## src/rtl/systolic_feeder_if.sv

```systemverilog
// systolic_feeder_if: load-beat stream plus the array-edge operand and control bus.
interface systolic_feeder_if #(
    parameter int N = 4,
    parameter int WIDTHx = 8
);
    logic in_valid;
    logic in_ready;
    logic [WIDTHx-1:0] in_a;
    logic [WIDTHx-1:0] in_b;
    logic [N*WIDTHx-1:0] row_a;
    logic [N*WIDTHx-1:0] col_b;
    logic arr_ena;
    logic arr_valid;
    logic done;
    modport master (
        output in_valid, in_a, in_b,
        input in_ready, row_a, col_b, arr_ena, arr_valid, done
    );
    modport slave (
        input in_valid, in_a, in_b,
        output in_ready, row_a, col_b, arr_ena, arr_valid, done
    );
endinterface

```

## src/rtl/systolic_feeder.sv

```systemverilog
// systolic_feeder: stores A/B beats, clears the array, then feeds diagonally skewed operands.
module systolic_feeder #(
    parameter int N = 4,
    parameter int WIDTHx = 8
) (
    input logic clock,
    input logic nreset,
    systolic_feeder_if.slave bus
);
    localparam int KW = $clog2(N);
    localparam int TW = $clog2(3*N-2);
    localparam logic [TW-1:0] T_LAST = TW'(3*N-3);
    localparam logic [KW-1:0] K_LAST = KW'(N-1);
    typedef enum logic [2:0] {IDLE, LOAD, CLEAR, FEED, DONE} state_t;
    state_t state, state_n;
    logic [KW-1:0] ld_r, ld_k, wr_r, wr_k;
    logic [TW-1:0] t;
    logic [WIDTHx-1:0] a_s [N][N];
    logic [WIDTHx-1:0] b_s [N][N];
    logic accept, last;
    assign accept = bus.in_valid && bus.in_ready;
    assign last = state == LOAD && ld_r == K_LAST && ld_k == K_LAST;
    // IDLE and DONE always start a fresh job at beat 0
    assign wr_r = state == LOAD ? ld_r : '0;
    assign wr_k = state == LOAD ? ld_k : '0;
    assign bus.in_ready = state == IDLE || state == LOAD || state == DONE;
    assign bus.arr_valid = state == LOAD || state == FEED || state == DONE;
    assign bus.arr_ena = state == FEED;
    assign bus.done = state == DONE;
    always_comb begin
        state_n = state;
        case (state)
            IDLE: state_n = accept ? LOAD : IDLE;
            LOAD: state_n = accept && last ? CLEAR : LOAD;
            CLEAR: state_n = FEED;
            FEED: state_n = t == T_LAST ? DONE : FEED;
            DONE: state_n = accept ? LOAD : DONE;
            default: state_n = IDLE;
        endcase
    end
    always_ff @(posedge clock or negedge nreset)
        if (!nreset) begin
            state <= IDLE;
            ld_r <= '0;
            ld_k <= '0;
            t <= '0;
            for (int i = 0; i < N; i++)
                for (int j = 0; j < N; j++) begin
                    a_s[i][j] <= '0;
                    b_s[i][j] <= '0;
                end
        end else begin
            state <= state_n;
            t <= state == FEED ? t + 1'b1 : '0;
            if (accept) begin
                a_s[wr_r][wr_k] <= bus.in_a;
                b_s[wr_r][wr_k] <= bus.in_b;
                ld_k <= wr_k == K_LAST ? '0 : wr_k + 1'b1;
                ld_r <= wr_k == K_LAST ? wr_r + 1'b1 : wr_r;
            end
        end
    // lane r carries element t-r of its stored row/column; zero outside the skew window
    for (genvar r = 0; r < N; r++) begin : g_lane
        logic [TW-1:0] d;
        logic in_win;
        assign d = t - TW'(r);
        assign in_win = state == FEED && t >= TW'(r) && d < TW'(N);
        assign bus.row_a[r*WIDTHx +: WIDTHx] = in_win ? a_s[r][d[KW-1:0]] : '0;
        assign bus.col_b[r*WIDTHx +: WIDTHx] = in_win ? b_s[r][d[KW-1:0]] : '0;
    end
endmodule

```

## src/flat_wrapper.sv

```systemverilog
// flat-port wrapper written by rule: the top's interface ports become plain ports
module systolic_feeder_flat 
#(
    parameter int N = 4,
    parameter int WIDTHx = 8
)
  (clock, nreset, bus_in_valid, bus_in_a, bus_in_b, bus_in_ready, bus_row_a, bus_col_b, bus_arr_ena, bus_arr_valid, bus_done);
  systolic_feeder_if #(.N(N), .WIDTHx(WIDTHx)) bus_i ();
  input logic clock;
  input logic nreset;
  input wire logic [$bits(bus_i.in_valid)-1:0] bus_in_valid;
  input wire logic [$bits(bus_i.in_a)-1:0] bus_in_a;
  input wire logic [$bits(bus_i.in_b)-1:0] bus_in_b;
  output wire logic [$bits(bus_i.in_ready)-1:0] bus_in_ready;
  output wire logic [$bits(bus_i.row_a)-1:0] bus_row_a;
  output wire logic [$bits(bus_i.col_b)-1:0] bus_col_b;
  output wire logic [$bits(bus_i.arr_ena)-1:0] bus_arr_ena;
  output wire logic [$bits(bus_i.arr_valid)-1:0] bus_arr_valid;
  output wire logic [$bits(bus_i.done)-1:0] bus_done;
  assign bus_i.in_valid = bus_in_valid;
  assign bus_i.in_a = bus_in_a;
  assign bus_i.in_b = bus_in_b;
  assign bus_in_ready = bus_i.in_ready;
  assign bus_row_a = bus_i.row_a;
  assign bus_col_b = bus_i.col_b;
  assign bus_arr_ena = bus_i.arr_ena;
  assign bus_arr_valid = bus_i.arr_valid;
  assign bus_done = bus_i.done;
  systolic_feeder #(.N(N), .WIDTHx(WIDTHx)) u_core (.clock(clock), .nreset(nreset), .bus(bus_i));
endmodule
```

## config.mk

```make
export PLATFORM = sky130hd
export DESIGN_NAME = systolic_feeder_flat
export DESIGN_NICKNAME = d
export VERILOG_FILES = /design/src/rtl/systolic_feeder_if.sv /design/src/rtl/systolic_feeder.sv /design/src/flat_wrapper.sv
export SDC_FILE = /design/constraint.sdc
export NUM_CORES = 1
export LEC_CHECK = 0
export CAP_MARGIN = 0
export CORE_UTILIZATION = 58
export DETAILED_ROUTE_END_ITERATION = 12
export GPL_ROUTABILITY_DRIVEN = 0
export PLACE_DENSITY = 0.87
export SKIP_LAST_GASP = 1
export SLEW_MARGIN = 0
export SYNTH_ARGS = -nofsm -noshare
export SYNTH_HDL_FRONTEND = slang
export SYNTH_SLANG_ARGS = --single-unit
```

## constraint.sdc

```tcl
create_clock -name clock -period 4.82 [get_ports clock]
set_clock_uncertainty 0.1 [all_clocks]
set_input_delay 0.964 -clock clock [delete_from_list [all_inputs] [get_ports clock]]
set_output_delay 0.964 -clock clock [all_outputs]
set_load 0.05 [all_outputs]
```

# Yosys cells after proc, flatten, opt, wreduce, memory -nomap -nowiden
# Cells that the tools add are included.
[totals]
ff_bits = 267
in_bits = 19
wordCells = 139
out_inout_bits = 68
[op_classes]
n_reduce_logical = 19
bitwise_logic = 6
n_lt_le_gt_ge = 16
addsub = 6
mux = 48
n_eq_ne = 8
[ops]
columns = ["operator", "n"]
rows = [
  ["$bwmux W128", 2],
  ["$mux W8", 25],
  ["$bmux W8 S2", 8],
  ["$demux W32 S2", 1],
  ["$mux W32", 1],
  ["$ge A3 B3 Y1 const B", 6],
  ["$not A2 Y3", 6],
  ["$demux W8 S2", 1],
  ["$lt A4 B3 Y1 const B", 4],
  ["$pmux W3 S5", 1],
  ["$logic_and A1 B1 Y1", 14],
  ["$mux W2", 5],
  ["$ge A4 B1 Y1 const B", 2],
  ["$ge A4 B2 Y1 const B", 2],
  ["$sub A4 B2 Y4 const B", 2],
  ["$eq A2 B2 Y1 const B", 3],
  ["$eq A3 B2 Y1 const B", 2],
  ["$lt A3 B1 Y1 const B", 2],
  ["$mux W3", 2],
  ["$add A2 B1 Y2 const B", 2],
  ["$add A4 B1 Y4 const B", 1],
  ["$eq A4 B4 Y1 const B", 1],
  ["$logic_or A1 B1 Y1", 4],
  ["$mux W4", 1],
  ["5 further kinds", 5],
]

# Longest topological paths before layout
# Gate-level depths: netlist of the first run.
[depth]
word_depth = 10
ltp_mapped = 9
mapped_depth_nobuf = 7

# Least setup slack after synthesis of the first run
# Ideal clock, no wire load.
[synth_timing]
kind = "flip-flop to output port"
startpoint = "register u_core.t[1]"
endpoint = "output port bus_col_b[10]"
t_required_ns = 3.756
arrival_ns = 3.330
path_buffers = 4
setup_slack_ns = 0.426
stages_incl_launch_ff = 9
cell_sequence = "dfrtp_1 > clkbuf_1 > clkbuf_1 > inv_1 > ha_1 > clkbuf_1 > clkbuf_1 > mux4_2 > nor3b_1"
[synth_between]
elab_chain_len = 6
word_cells_on_any_way = 10
classes_between = "add/sub (1); order compare (2); mux (4); bitwise (1); reduce/logical (2)"
[synth_rtl]
columns = ["item", "line", "text"]
rows = [
  ["start, declared", "systolic_feeder.sv:17", "logic [TW-1:0] t;"],
  ["start signal, assigned", "systolic_feeder.sv:54", "t <= state == FEED ? t + 1'b1 : '0;"],
  ["$sub A4 B1 Y4", "systolic_feeder.sv:66", "assign d = t - TW'(r);"],
  ["$not A2 Y3 (not written as such)", "systolic_feeder.sv:69", "assign bus.col_b[r*WIDTHx +: WIDTHx] = in_win ? b_s[r][d[KW-1:0]] : '0;"],
  ["$bmux W8 S2", "systolic_feeder.sv:69", ""],
  ["$mux W8 (not written as such) (2 in a row)", "systolic_feeder.sv:69", ""],
  ["$mux W8 *", "systolic_feeder.sv:69", ""],
  ["end, declared", "flat_wrapper.sv:16", "output wire logic [$bits(bus_i.col_b)-1:0] bus_col_b;"],
]
# Mark *: on every way between the ends. The rest lies on a longest branch, timed or not. The select of a mux whose other input is x is not followed.

# Worst setup path in the final report of the first run
[layout_timing]
startpoint = "register u_core.t[1]"
endpoint = "output port bus_row_a[10]"
[layout_between]
elab_chain_len = 6
word_cells_on_any_way = 10
classes_between = "add/sub (1); order compare (2); mux (4); bitwise (1); reduce/logical (2)"
[layout_rtl]
columns = ["item", "line", "text"]
rows = [
  ["$sub A4 B1 Y4", "systolic_feeder.sv:66", ""],
  ["$not A2 Y3 (not written as such)", "systolic_feeder.sv:68", "assign bus.row_a[r*WIDTHx +: WIDTHx] = in_win ? a_s[r][d[KW-1:0]] : '0;"],
  ["$bmux W8 S2", "systolic_feeder.sv:68", ""],
  ["$mux W8 (not written as such) (2 in a row)", "systolic_feeder.sv:68", ""],
  ["$mux W8 *", "systolic_feeder.sv:68", ""],
  ["end, declared", "flat_wrapper.sv:15", "output wire logic [$bits(bus_i.row_a)-1:0] bus_row_a;"],
]
# Marked as above.

==> results.toml, run 1 <==
[status]
status = "finished, final reports clean"

[routing]
viasPerCell = 6.220
met3_length_mm = 1.590
wl_met1_mm = 12.47
drcViolationCount = 0
first_pass_iters = 4
first_iter_violations = 471
dr_wl_met2_mm = 14.01
drt-wirelength-per-cell_microns = 24.39
antenna_left = 0
totalWireLength_mm = 28.54
route.vias.total = 7277
routed.top_layer = "met4"

[floorplanning]
initial_utilization_pct = 59.98
die_area_sq_um = 23460
chipWidth_microns = 153.2
boundaryPins = 87
coreArea_sq_um = 22090
die_y_microns = 153.2
fp-row-count = 54

[timing]
rsz0062_at_grt = "no"
slew_headroom_pct = 36.87
fin_hold_ws_ns = 0.4011
hold_violations = 0
slew_violations = 0
tns_ns = 0
fmax_ghz = 0.2279
worst_pin_slew_ns = 0.9470
period_needed_ns = 4.388
post-route-period-util_pct = 91.05
setup_viol = 0

[job]
maxCapViolations = 0

[worst_setup_path]
startpoint = "u_core.t[1]"
end_kind = "output port"
worstReg2RegStart = "u_core.state[0]"
startpoint_type = "register"
required_ns = 3.76
cp.arrival_ns = 3.32
cp_max_fo = 14
crit_type = "reg -> out"

[cts]
cts.repair.resized = 0
numCtsBuffers = 28
numClockSinks = 267
clk_pin_slew_ns = 0.07
cts_buffer_depth = 3
cts_tree = "done"
htreeDepth = 1
insertion_delay_ns = 0.54
root_buffer = "clkbuf_16"
hold_buffers = 0
cts_setup_buffers = 0

[finish]
final_util_pct = 69.54
n_fill_cell = 1374
nNetsFinal = 904
stdcell_area_sq_um = 15360
num_antenna_cells = 0
area_growth_pct = 15.95
drive_gt1_share_pct = 49.55
mostFrequentLayoutCells = "dfrtp_1, mux2_4, mux2_2"
final_common_cell = "dfrtp_1"

[place]
detailed_place_hpwl_mm = 17.43
port_buffers = 86
placed_cell_area_sq_um = 14460

[power_and_ir_drop]
peakVddDrop_v = 0.0003815
leakage_nw = 7.201
power_density_nw_per_um2 = 572.5

[global_routing]
track_usage_pct = 25.55
grt_pass1_wl_mm = 46.28
grt_pass1_vias = 8024
grt.overflow.total = 0
grt_max_degree = 124
antenna_found_initial = 0

[yosys]
netlist_top_cells_area = "dfrtp_1, mux2_4, mux4_2, mux2_2, nand4_4"
yosys.area.top_type = "dfrtp_1"
syn_area_sq_um = 13250
synth_edf_count = 0
synthDistinctLibCells = 41
postSynthCellCount = 807
async_flop_share_pct = 100.0
synth_seq_cells = 267
netlist.area_leader.share_pct = 50.42
ys_seq_area_share_pct = 50.42
yosys_warnings = 0
avgSynthCellArea_sq_um = 16.42
synth_nets = 841
synth_ff_type = "dfrtp_1"

[hold_path]
min_path_type = "reg -> reg"
hold_path.startpoint = "u_core.a_s[39]"
layout make-up:
cell class,count,area (sq um),area share (%)
clock inverters,8,95.09,0.6189
clock buffers,42,814.5,5.301
repair buffers,96,1254,8.160
multi-input cells,465,6121,39.84
flip-flops and latches,267,6685,43.51
inverters,12,45.04,0.2932
well taps,280,350.3,2.280
worst max-delay path: stages, from the launching register on:
cell	delay [ns]
dfrtp_1	0.66
inv_1	0.19
ha_1	0.83
mux4_2	0.35
nor3b_1	0.53
buf_12	0.22
where the power goes:
| group | internal [W] | switching (W) |
|---|---|---|
| Sequential | 0.00318 | 0.000571 |
| Combinational | 0.00181 | 0.00110 |
| Clock | 0.00127 | 0.000869 |
kinds of logic (layout without fill, tap and decap cells):
family / count (synthesis) / count (layout) / share of synthesized area, %
muxes: 321 / 321 / 36.68
DFF: 267 / 267 / 50.42
and+or+nand+nor: 108 / 108 / 6.742
buffers and inverters: 75 / 158 / 3.390
adders and majority gates: 15 / 15 / 1.416
AOI/OAI and AO/OA: 15 / 15 / 0.9538
xor gates and xnor gates: 6 / 6 / 0.3966
state kept, by name, indices dropped and copies added (netlist names):
register      flops
u_core.a_s      128
u_core.b_s      128
u_core.t          4
u_core.state      3
u_core.ld_k       2
u_core.ld_r       2
per-stage QoR:
step / setup WS [ns] / power [W] / cells
2_1_floorplan: 0.4258 / 0.005996 / 807
3_3_place_gp: 1.002 / 0.006488 / 1120
3_5_place_dp: 0.9896 / 0.006635 / 1120
4_1_cts: 0.3806 / 0.008821 / 1170
5_1_grt: 0.2412 / 0.009205 / 1170
6_report: 0.4316 / 0.008796 / 1170
layer usage:
metal  GRT usage (%)  vias up
met2           42.51      217
met4           5.051        0
met5               0        -
met1           36.00     3949
met3           3.941       36
li1                -     3075
synth_stat cells, drive strengths merged, types with 2 or more instances:
| library cell | count |
|---|---|
| a221o | 2 |
| buf | 33 |
| clkbuf | 30 |
| o2bb2ai | 2 |
| inv | 12 |
| nor3b | 17 |
| nand2b | 2 |
| xor2 | 4 |
| mux4 | 64 |
| o21ai | 2 |
| nor2b | 46 |
| nand2 | 9 |
| a21oi | 3 |
| nand3 | 2 |
| dfrtp | 267 |
| ha | 15 |
| mux2 | 257 |
| nand4 | 18 |
| nor2 | 5 |
| xnor2 | 2 |
| and2b | 3 |
final timing paths:
kind | slack [ns] | depth (start not counted) | endpoint
hold / removal | 0.40 | 1 | u_core.a_s[39]
hold reg to reg | 0.40 | 1 | u_core.a_s[39]
max in group asynchronous | 3.23 | 2 | u_core.b_s[90]
min in group asynchronous | 0.41 | 1 | u_core.a_s[44]
setup / recovery | 0.43 | 5 | bus_row_a[10]
setup reg to reg | 1.49 | 6 | u_core.a_s[37]
No activity file was read; power rests on OpenSTA's default activity.
==> run 2: changes to the inputs <==
--- a/config.mk
+++ b/config.mk
@@ -5,11 +5,12 @@
 export SDC_FILE = /design/constraint.sdc
 export NUM_CORES = 1
 export LEC_CHECK = 0
+export ABC_AREA = 0
 export CAP_MARGIN = 0
-export CORE_UTILIZATION = 58
+export CORE_UTILIZATION = 60
 export DETAILED_ROUTE_END_ITERATION = 12
 export GPL_ROUTABILITY_DRIVEN = 0
-export PLACE_DENSITY = 0.87
+export PLACE_DENSITY = 0.9
 export SKIP_LAST_GASP = 1
 export SLEW_MARGIN = 0
 export SYNTH_ARGS = -nofsm -noshare
==> run 2 against run 1 <==
Effect of this change:
- die area down 3.3%
- sequential power about the same
- register-to-register slack got worse by 0.17 ns
- worst hold slack worse by 0.065 ns
- first-iteration DRC count shrank 0.64%
- critical endpoint is now bus_row_a[11]
- largest power group unchanged
==> results.toml, run 2 (same netlist as run 1, synthesis figures left out) <==
[timing]
tns_ns = 0
post-route-period-util_pct = 90.09
slew_headroom_pct = 42.40
rsz0062_at_grt = "no"
period_needed_ns = 4.342
postLayoutSetupSlackWorst_ns = 0.4779
fmax_ghz = 0.2303
worst_pin_slew_ns = 0.8613
setup_viol = 0
slew_violations = 0
hold_violations = 0

[routing]
totalWireLength_mm = 28.95
drcViolationCount = 0
drt-wirelength-per-cell_microns = 24.70
route.vias.total = 7277
antenna_left = 0
first_pass_iters = 5
first_iter_violations = 468
viasPerCell = 6.209

[global_routing]
grt_max_degree = 104
antenna_found_initial = 1
grt.overflow.total = 0
track_usage_pct = 27.27
grt_pass1_wl_mm = 46.52
grt_pass1_vias = 7958

[cts]
hold_buffers = 0
cts_buffer_depth = 3
numCtsBuffers = 27
numClockSinks = 267
htreeDepth = 1
cts.repair.resized = 0
cts_tree = "done"
insertion_delay_ns = 0.53
clk_pin_slew_ns = 0.06
root_buffer = "clkbuf_16"
cts_setup_buffers = 0

[worst_setup_path]
cp.arrival_ns = 3.28
crit_type = "reg -> out"
worstReg2RegStart = "u_core.state[0]"
r2r_slack_ns = 1.32
startpoint_type = "register"
end_kind = "output port"
cp_max_fo = 30
rr_endpoint = "u_core.a_s[34]"
required_ns = 3.76
rr_worst_depth = 6

[status]
status = "finished, final reports clean"

[floorplanning]
die_area_sq_um = 22680
boundaryPins = 87
chipWidth_microns = 150.6
initial_utilization_pct = 60.91
fp-row-count = 54
coreArea_sq_um = 21760
die_y_microns = 150.6

[finish]
reg.largest.list = "u_core.a_s (128), u_core.b_s (128), u_core.t (4)"
drive_gt1_share_pct = 50.22
mostFrequentLayoutCells = "dfrtp_1, mux2_4, mux2_2"
final_common_cell = "dfrtp_1"
area_growth_pct = 15.98
nNetsFinal = 906
n_fill_cell = 1330
num_antenna_cells = 0

[place]
detailed_place_hpwl_mm = 18.08
port_buffers = 86
preCtsSetupSlack_ns = 0.9400

[power_and_ir_drop]
power_density_nw_per_um2 = 573.2
leakage_nw = 7.223
peakVddDrop_v = 0.0003706

[hold_path]
min_path_type = "in -> async"

[job]
maxCapViolations = 0
run 2: cell count changes in the layout (fill, tap and decap cells not counted):
cell / change
clkbuf_8: +5
buf_4: +5
clkinvlp_4: -2
buf_12: -2
clkinv_4: +2
clkbuf_16: -2
clkbuf_1: -5
clkinv_2: +1
run 2: worst max path at each step:
stage | startpoint | end
3_5_place_dp | u_core.t[0] | bus_row_a[17]
4_1_cts | u_core.t[0] | bus_row_a[17]
5_1_grt | u_core.t[0] | bus_row_a[17]
2_1_floorplan | u_core.t[1] | bus_col_b[10]
6_report | u_core.t[0] | bus_row_a[11]
3_3_place_gp | u_core.t[0] | bus_col_b[16]
run 2: worst max-delay path, cell delays in order, from the launching register on:
cell     delay, ns
dfrtp_4       0.77
inv_1         0.10
ha_1          0.73
buf_4         0.28
mux4_2        0.21
nor3b_1       0.44
buf_12        0.20
run 2: power breakdown:
group          total [W]  switching (W)  internal (W)
clock            0.00215       0.000877       0.00127
sequential       0.00375       0.000578       0.00317
combinational    0.00291        0.00110       0.00181
total            0.00881        0.00255       0.00626
run 2: area by class of cell:
type	instances	area (sq um)	area share (%)
Clock buffer	40	814.5	5.300
Clock inverter	9	102.6	0.6675
Inverter	12	45.04	0.2931
Multi-Input combinational cell	465	6121	39.82
Sequential cell	267	6685	43.50
Tap cell	280	350.3	2.279
Timing Repair Buffer	99	1251	8.141
run 2: metal layers:
layer	wire length, microns	GRT usage [%]	vias up	part of all wire [%]
met1	12720	38.35	3914	44
met2	14060	44.63	224	49
met4	787	8.350	0	2.7
met5	0	0	-	0
met3	1383	3.455	53	4.8
li1	-	-	3086	-
run 2: metrics by stage:
step	utilization [%]	instances	area (sq um)	hold WS, ns	total power [W]
after floorplan	-	807	13250	0.3704	0.005996
after global routing	70.65	1172	15370	0.4158	0.009200
after CTS	70.65	1172	15370	0.3933	0.008829
final	70.65	1172	15370	0.3360	0.008811
after detailed placement	66.43	1123	14450	0.3880	0.006639
after global placement	66.43	1123	14450	0.3812	0.006471
